==> src/rtl/archel_pkg.sv <==
// Shared architecture constants: instruction width, field positions and opcodes.
// Imported by the fetch, decode and register-file stages.
package archel_pkg;

    localparam int INST_W = 16;

    localparam int OPC_MSB = 15;
    localparam int OPC_LSB = 12;
    localparam int RD_MSB  = 11;
    localparam int RD_LSB  = 8;
    localparam int RS_MSB  = 7;
    localparam int RS_LSB  = 4;
    localparam int RT_MSB  = 3;
    localparam int RT_LSB  = 0;

    localparam logic [3:0] OP_NOP  = 4'b0000;
    localparam logic [3:0] OP_ADD  = 4'b0001;
    localparam logic [3:0] OP_ADDI = 4'b0010;
    localparam logic [3:0] OP_SUB  = 4'b0011;
    localparam logic [3:0] OP_AND  = 4'b0100;
    localparam logic [3:0] OP_OR   = 4'b0101;
    localparam logic [3:0] OP_LW   = 4'b1000;
    localparam logic [3:0] OP_SW   = 4'b1001;
    localparam logic [3:0] OP_SWI  = 4'b1010;
    localparam logic [3:0] OP_BEZ  = 4'b1100;

endpackage

==> src/rtl/fetch_unit.sv <==
// Instruction fetch stage: PC, instruction register and fetch FSM.
// Fetches one word over req/ack, presents it over valid/ready, redirects on taken branches.
module fetch_unit
    import archel_pkg::*;
#(
    parameter int                ADDR_W   = 8,
    parameter logic [ADDR_W-1:0] RESET_PC = '0
) (
    input  logic              clk,
    input  logic              rst,
    output logic              imem_req,
    output logic [ADDR_W-1:0] imem_addr,
    input  logic              imem_ack,
    input  logic [INST_W-1:0] imem_rdata,
    output logic              inst_valid,
    input  logic              inst_ready,
    output logic [3:0]        inst_opcode,
    output logic [3:0]        inst_rd,
    output logic [3:0]        inst_rs,
    output logic [3:0]        inst_rt,
    output logic [ADDR_W-1:0] inst_pc,
    input  logic              br_taken,
    input  logic [ADDR_W-1:0] br_target
);

    typedef enum logic [1:0] {
        FETCH   = 2'd0,
        HOLD    = 2'd1,
        DISCARD = 2'd2
    } fetch_state_t;

    fetch_state_t      r_state;
    fetch_state_t      w_state_next;
    logic [ADDR_W-1:0] r_pc;
    logic [ADDR_W-1:0] w_pc_next;
    logic [ADDR_W-1:0] r_abandon_addr;
    logic [ADDR_W-1:0] w_abandon_next;
    logic [INST_W-1:0] r_inst;
    logic [INST_W-1:0] w_inst_next;
    logic [ADDR_W-1:0] r_inst_pc;
    logic [ADDR_W-1:0] w_inst_pc_next;
    // Low for the cycle after reset so no request is issued until rst has been low for an edge.
    logic              r_run;

    always_ff @(posedge clk) begin
        if (rst) begin
            r_state        <= FETCH;
            r_pc           <= RESET_PC;
            r_abandon_addr <= '0;
            r_inst         <= '0;
            r_inst_pc      <= '0;
            r_run          <= 1'b0;
        end else begin
            r_state        <= w_state_next;
            r_pc           <= w_pc_next;
            r_abandon_addr <= w_abandon_next;
            r_inst         <= w_inst_next;
            r_inst_pc      <= w_inst_pc_next;
            r_run          <= 1'b1;
        end
    end

    always_comb begin
        w_state_next   = r_state;
        w_pc_next      = r_pc;
        w_abandon_next = r_abandon_addr;
        w_inst_next    = r_inst;
        w_inst_pc_next = r_inst_pc;

        imem_req    = 1'b0;
        imem_addr   = r_pc;
        inst_valid  = 1'b0;
        inst_opcode = r_inst[OPC_MSB:OPC_LSB];
        inst_rd     = r_inst[RD_MSB:RD_LSB];
        inst_rs     = r_inst[RS_MSB:RS_LSB];
        inst_rt     = r_inst[RT_MSB:RT_LSB];
        inst_pc     = r_inst_pc;

        if (r_run) begin
            case (r_state)
                FETCH: begin
                    imem_req = 1'b1;
                    if (br_taken) begin
                        w_pc_next = br_target;
                        // Without an ack the request stays on the bus, so remember what it was.
                        if (!imem_ack) begin
                            w_abandon_next = r_pc;
                            w_state_next   = DISCARD;
                        end
                    end else if (imem_ack) begin
                        w_inst_next    = imem_rdata;
                        w_inst_pc_next = r_pc;
                        w_pc_next      = r_pc + ADDR_W'(1);
                        w_state_next   = HOLD;
                    end
                end
                HOLD: begin
                    inst_valid = 1'b1;
                    if (br_taken) begin
                        w_pc_next    = br_target;
                        w_state_next = FETCH;
                    end else if (inst_ready) begin
                        w_state_next = FETCH;
                    end
                end
                DISCARD: begin
                    imem_req  = 1'b1;
                    imem_addr = r_abandon_addr;
                    if (br_taken) begin
                        w_pc_next = br_target;
                    end
                    if (imem_ack) begin
                        w_state_next = FETCH;
                    end
                end
                default: begin
                    w_state_next = FETCH;
                end
            endcase
        end
    end

endmodule
==> config.mk <==
export PLATFORM = sky130hd
export DESIGN_NAME = fetch_unit
export DESIGN_NICKNAME = d
export VERILOG_FILES = /design/src/rtl/archel_pkg.sv /design/src/rtl/fetch_unit.sv
export SDC_FILE = /design/constraint.sdc
export NUM_CORES = 1
export LEC_CHECK = 0
export CORE_MARGIN = 4
export CORE_UTILIZATION = 43
export DETAILED_ROUTE_END_ITERATION = 16
export GPL_TIMING_DRIVEN = 0
export PLACE_DENSITY = 0.87
export SLEW_MARGIN = 15
export SYNTH_ARGS = -nofsm -noshare
export SYNTH_HDL_FRONTEND = slang
export SYNTH_SLANG_ARGS = --single-unit
export TNS_END_PERCENT = 10
==> constraint.sdc <==
create_clock -name clk -period 2.9 [get_ports clk]
set_clock_uncertainty 0.15 [all_clocks]
set_input_delay 0.29 -clock clk [delete_from_list [all_inputs] [get_ports clk]]
set_output_delay 0.29 -clock clk [all_outputs]
set_load 0.02 [all_outputs]
==> results.md, run 1 <==
* CTS tree: done
* Period minus WS final at between 2 and 3 ns
* Hold Crit Class: input port to flop
* Clk buf depth at 2
* Number of synthesized register bits at 43
* Crit Path Max Fanout at 8
* Cells resized by post-CTS repair at 0
* Core ar. at between 0.004 and 0.005 mm^2
* Max Cap Viol at 0
* Final nets at 343
* Pre-Repair DR Iteration Count at 4
* Slew HR at 67.2%
* Setup TNS at 0 ns
* RSZ-0062 raised after global routing: no
* Critical path launch point type: flop
* Met2 Use GR at 29.3%
* Grt ovf at 0
* Sequential area share after synthesis at between 40% and 50%
* Setup CP Type: flop to output port
* Worst reg-to-reg setup slack at 0.93 ns
* Synth top cells by count: nand2_1, a21oi_1, dfxtp_1
* Final ANT Viol Nets at 0
* Async set-reset flop share out of synthesis at 0%
* Worst hold path depth at 2
* Die span in x at approximately 76 um
* Synth top area share at 43.3%
* Clk_lat worst skew at 0.29 ns
* Total of fill cells in the finished design at 423
* Worst EP arrival at 2.20 ns
* Status: finished, final reports clean
* Die height at 76.0 um
* Most crowded layer after global routing: met2
* F_max at 379 MHz
* Hold_buf cts at 0
* Io pins at 63
* Final worst-path cycle share at 91.1%
* Syn_nets at 275
* Clock Tree Root: clkbuf_8
* Worst R2R Path Depth at 8
* Peak VDD IR at ~0.29 mV
* Final wirelength at 5150 um
* Global Route met1 Usage at 22.0%
* P_leak at 0.998 nW
* Crit path setup slack, layout at 0.259 ns
* H-tree depth at 2
* Design Power at 1.36 mW
* Setup Fix Bufs, Post-CTS at 0
* Avg Synthesized Cell Area at 8.21 um^2
* Area leader, netlist: dfxtp_1
* Final Hold Fails at 0
* Largest net degree at the start of global routing at 14
* Pwr Density at 488 mW/mm^2
* CP Capture Type: output port
* Final Max Tran Viols at 0
* CP Data Required Time at ~2.5 ns
* Fin util at 63.0%
* Buffers on Ports at 61
* Mapped Cells at 242
* Initial antenna violation count at 0
* Layout cells sized above 1 at 10.9%
* # clock sinks at 43
* RePlAce Congestion at approximately 0.84
* Drt drc at 0
* DP HPWL at 3820 um
* Reg clk slew, reported paths at about 0.080 ns
* Via Count at 1,966
* Count of different cell masters after synthesis at 38
* Hold path endpoint: r_pc[1]
* Post-synth EDFFs at 0
* Final setup violating endpoints at 0
* Ys flop type: dfxtp_1
* Largest cells by area after synthesis: dfxtp_1, nand2_1, a21oi_1
* Tightest Pin Transition at 0.492 ns
* Via/cell ratio at 5.42
* DR iter-0 viols at 108
* First-pass GRT wire length at ~8500 um
* Dominant cell by count in the synthesized netlist: nand2_1
* Hold path start: rst
* Area Growth Syn to Fin at 39.9%
* Warnings from Yosys at 0
* DIE AREA at 0.00577 mm^2
* CTS Buf Count at 5
* FF-to-FF Start: r_state[0]
* Starting Density at a little under half
* Row count at 24
* GRT Resource Usage Total at 17.6%
* Dpl ws at 0.558 ns
* Worst reg2reg path endpoint: r_pc[3]
* N_diodes at 0
* Cell Area, Synth at 0.00199 mm^2
* Per-cell routed wire length at 14.2 um
* Vias in the first global route at 1,823
* M3 GR Usage at approximately 5.7%
## cell families after synthesis
kind of cell	count (synthesis)	share of synthesized area, %
and+or+nand+nor	97	21.9
AOI/OAI and AO/OA	68	20.3
DFF	43	43.3
buffers and inverters	21	6.93
muxes	9	5.04
adders and majority gates	4	2.52
## cell type report
type	instances	area (um^2)	area share, %
plain buffers	18	126	4.55
inverters	3	11.3	0.405
multi-input cells	178	988	35.6
clock inverters	2	35.0	1.26
flip-flops and latches	43	861	31.0
well taps	52	65.1	2.34
repair buffers	61	611	22.0
clock buffers	6	82.6	2.97
## flip-flops by register name, summed over array words and instances (netlist names)
signal          flops
r_run               1
r_pc                8
r_abandon_addr      8
r_state             2
r_inst             16
inst_pc             8
## worst max path at each step
stage               startpoint      endpoint  slack, ns  depth (start not counted)
detailed placement  r_state[0]  imem_addr[7]       0.56                          5
global route        r_state[0]  imem_addr[7]       0.16                          5
finish              r_state[0]  imem_addr[7]       0.26                          5
CTS                 r_state[0]  imem_addr[7]       0.24                          5
floorplan           r_state[0]       r_pc[3]       1.08                          8
global placement    r_state[0]  imem_addr[6]       0.58                          5
## layer usage
metal | wire [um] | vias up
li1 | - | 966
met1 | 2210 | 923
met2 | 2550 | 75
met3 | 373 | 2
met4 | 16 | 0
met5 | 0 | -
## critical path, cell delays in order (launching register included)
cell and delay [ns]:
dfxtp_1 0.38, inv_1 0.08, ha_1 0.22, nand2_1 0.30
mux2_2 0.38, clkdlybuf4s50_1 0.55
## power by group
group	switching [mW]	internal, mW	leakage [nW]
sequential	0.0234	0.611	0.349
clock	0.199	0.279	0.0612
combinational	0.121	0.124	0.587
## metrics by stage
stage	hold WS (ns)	instances	cell area, um^2
6_report	0.0411	363	2780
5_1_grt	0.0314	363	2780
4_1_cts	0.0313	363	2780
3_5_place_dp	0.296	355	2660
3_3_place_gp	0.290	355	2660
2_1_floorplan	0.276	242	1990
## placed cells by master, fill, tap and decap left out, types with 2 or more instances in the layout
cell / n
nor3_1: 4
and4_1: 2
nand2_1: 71
and2_1: 2
nor2_1: 4
nand4b_1: 2
and4b_1: 2
buf_2: 7
a211oi_1: 2
a21oi_1: 45
clkdlybuf4s50_1: 61
a32o_1: 3
clkbuf_1: 4
buf_6: 4
dfxtp_1: 43
nor2b_1: 2
o21ai_0: 10
nand2b_1: 2
mux2_2: 8
clkbuf_8: 6
inv_1: 3
ha_1: 4
No activity file was read; power rests on OpenSTA's default activity.
==> run 2: changes to the inputs <==
--- a/config.mk
+++ b/config.mk
@@ -5,11 +5,12 @@
 export SDC_FILE = /design/constraint.sdc
 export NUM_CORES = 1
 export LEC_CHECK = 0
+export ABC_AREA = 1
 export CORE_MARGIN = 4
-export CORE_UTILIZATION = 43
+export CORE_UTILIZATION = 40
 export DETAILED_ROUTE_END_ITERATION = 16
 export GPL_TIMING_DRIVEN = 0
-export PLACE_DENSITY = 0.87
+export PLACE_DENSITY = 0.86
 export SLEW_MARGIN = 15
 export SYNTH_ARGS = -nofsm -noshare
 export SYNTH_HDL_FRONTEND = slang
==> constraint.sdc (replaced) <==
create_clock -name clk -period 2.3 [get_ports clk]
set_clock_uncertainty 0.15 [all_clocks]
set_input_delay 0.23 -clock clk [delete_from_list [all_inputs] [get_ports clk]]
set_output_delay 0.23 -clock clk [all_outputs]
set_load 0.02 [all_outputs]
==> run 2 against run 1 <==
Design area decreased by 3.7%. Critical path type unchanged. Clock-buffer cell count unchanged. Final cell count up 6.3%. Sequential cell count unchanged. Largest cell class unchanged. Utilization is 2.8 points lower. Die area grew 0.66%. Worst hold slack improved by 0.29 ns.
==> results.md, run 2 <==
* Io pins at 63 (unchanged)
* CTS tree: done
* Grt ovf at 0 (unchanged)
* Initial antenna violation count at 0 (unchanged)
* DIE AREA at 0.00581 mm^2 (+0.66%)
* Clock Tree Root: clkbuf_8
* Area leader, netlist: dfxtp_1
* Via/cell ratio at 4.98 (-8.0%)
* Crit Path Max Fanout at 10 (+2)
* CP Data Required Time at 1.92 ns (-0.54 ns)
* DR iter-0 viols at 154 (+43%)
* F_max at 457 MHz
* Hold Crit Class: flop to flop
* Register area at 862 um^2 (+0.15%)
* Clk buf depth at 2 (unchanged)
* CTS Buf Count at 5 (unchanged)
* Fin util at 60.2% (-2.8 points)
* Leading cell type in the layout, fill and taps excluded: nor2_1
* Avg Synthesized Cell Area at 7.05 um^2 (-14%)
* Vias in the first global route at 1,821 (-0.11%)
* Count of different cell masters after synthesis at 17 (-55%)
* Tightest Pin Transition at 0.387 ns (-0.105 ns)
* Most frequent cells in the layout: nor2_1, clkdlybuf4s50_1, o21ai_0, dfxtp_1, nand2_1
* Synth top area share at 46.2% (+2.9 points)
* GRT Resource Usage Total at 17.1% (-0.52 points)
* Ys flop type: dfxtp_1
* First-pass GRT wire length at 8260 um (-3.1%)
* Core ar. at 0.00444 mm^2 (+0.68%)
* Max FFs per register at 16 (unchanged)
* Total of fill cells in the finished design at 405 (-4.3%)
* Critical path launch point type: flop
* Status: finished, final reports clean
* Row count at 24 (unchanged)
* Cells resized by post-CTS repair at 13 (+13)
* Setup Fix Bufs, Post-CTS at 0 (unchanged)
* Dominant cell by count in the synthesized netlist: nor2_1
* Sequential area share after synthesis at 46.2% (+2.9 points)
* Final Max Tran Viols at 0 (unchanged)
* DP HPWL at 3600 um (-5.7%)
* Area of the multi-input gates at 875 um^2 (-12%)
* Final ANT Viol Nets at 0 (unchanged)
* Largest cells by area after synthesis: dfxtp_1, nor2_1, o21ai_0
* Largest net degree at the start of global routing at 14 (unchanged)
* Area Growth Syn to Fin at 43.8%
* Post-synth EDFFs at 0 (unchanged)
* Final worst-path cycle share at 95.2%
* RePlAce Congestion at 0.884 (+5.3%)
* Final wirelength at 4790 um (-6.9%)
* Placed Cells at 378 (+6.5%)
* Buffers on Ports at 62 (+1.6%)
* Largest Register: r_inst
* Final setup violating endpoints at 0 (unchanged)
* Setup TNS at 0 ns (unchanged)
* CP Capture Type: output port
* Setup CP Type: flop to output port
* Die height at 76.2 um (+0.33%)
* Synth top cells by count: nor2_1, dfxtp_1, o21ai_0
* Pre-Repair DR Iteration Count at 4 (unchanged)
* Final Hold Fails at 0 (unchanged)
* Layout cells sized above 1 at 6.59% (-4.3 points)
* Hold_buf cts at 0 (unchanged)
* Drt drc at 0 (unchanged)
* Per-cell routed wire length at 12.4 um (-12%)
* N_diodes at 0 (unchanged)
* Max Cap Viol at 0 (unchanged)
* H-tree depth at 2 (unchanged)
* Die span in x at 76.2 um (+0.33%)
* Starting Density at 41.9% (-3.1 points)
* Warnings from Yosys at 0 (unchanged)
* Via Count at 1,923 (-2.2%)
* Peak VDD IR at 0.322 mV (+9.8%)
* Syn_nets at 297 (+8.0%)
* Async set-reset flop share out of synthesis at 0% (unchanged)
* RSZ-0062 raised after global routing: no
* Reg clk slew, reported paths at 0.07 ns (about the same)
* Slew HR at 74.2% (+6.9 points)
* # clock sinks at 43 (unchanged)
* P_leak at 1.12 nW (+12%)
* Period minus WS final at 2.19 ns
* Final nets at 366 (+6.7%)
* Cell Area, Synth at 0.00186 mm^2 (-6.3%)
* Pwr Density at 719 mW/mm^2 (+47%)
* Cell Count, Final, Fillers Out at 386 (+6.3%)
* Number of synthesized register bits at 43 (unchanged)
* Worst EP arrival at 1.81 ns (-0.39 ns)
* Clk_lat worst skew at 0.29 ns (about the same)
* Mapped Cells at 264 (+9.1%)
run 2: cell types whose count changed in the layout (fill, tap and decap cells not counted), sizes merged, moves of 4 or more:
cell / before / now
nand3: 1 / 10
nor3: 4 / 0
nor2: 4 / 61
clkdlybuf4s50: 61 / 54
inv: 3 / 20
a21oi: 46 / 31
dlygate4sd2: 0 / 6
buf: 13 / 7
mux2: 8 / 0
nand2: 71 / 38
o21ai: 10 / 43
run 2: final timing paths:
kind                                 start            to  slack, ns  cells after the start
worst max-delay path            r_state[0]  imem_addr[7]       0.11                      6
worst min-delay path               r_pc[7]       r_pc[7]       0.33                      2
worst max register to register  r_state[0]       r_pc[0]       0.42                      8
worst min register to register     r_pc[7]       r_pc[7]       0.33                      2
run 2: kinds of logic after synthesis:
kind of cell | after synthesis | synth area share, %
AND/OR/NAND/NOR | 110 | 23.4
buffers and inverters | 31 | 6.92
XOR/XNOR | 1 | 0.471
AO/OA/AOI/OAI | 75 | 20.3
adder cells (fa/ha/maj) | 4 | 2.69
flip-flops | 43 | 46.2
run 2: where the power goes:
group	internal (mW)	leakage [nW]	switching, mW
clock	0.434	0.0654	0.255
combinational	0.178	0.700	0.227
sequential	0.795	0.352	0.0341
run 2: per-layer routing:
metal	share of wire, %	GRT usage (%)	vias to the layer above
li1	-	-	996
met1	44	21.3	860
met2	48	28.4	60
met3	7.2	5.20	7
met4	0.96	5.07	0
met5	0	0	-
run 2: area by class of cell:
class / count / share of cell area, %
buffer: 11 / 2.15
clock buffer: 6 / 2.71
clock inverter: 2 / 2.24
inverter: 20 / 2.81
multi-input combinational: 190 / 32.7
sequential: 43 / 32.2
tap: 52 / 2.43
timing repair buffer: 62 / 22.8
run 2: critical path, stage by stage, from the launching register on:
cell and delay [ns]:
dfxtp_2 0.35, inv_1 0.10, ha_1 0.19, nand2_2 0.13, buf_4 0.21, a21oi_1 0.20, dlygate4sd2_1 0.36
run 2: stage by stage:
step | area [um^2] | hold slack (ns) | setup slack (ns) | power [mW]
floorplan | 1860 | 0.149 | 0.470 | 1.07
global placement | 2550 | 0.312 | -0.153 | 1.25
detailed placement | 2550 | 0.322 | -0.202 | 1.26
CTS | 2680 | 0.340 | 0.00442 | 1.94
global route | 2680 | 0.355 | 0.0138 | 2.02
finish | 2680 | 0.334 | 0.110 | 1.92
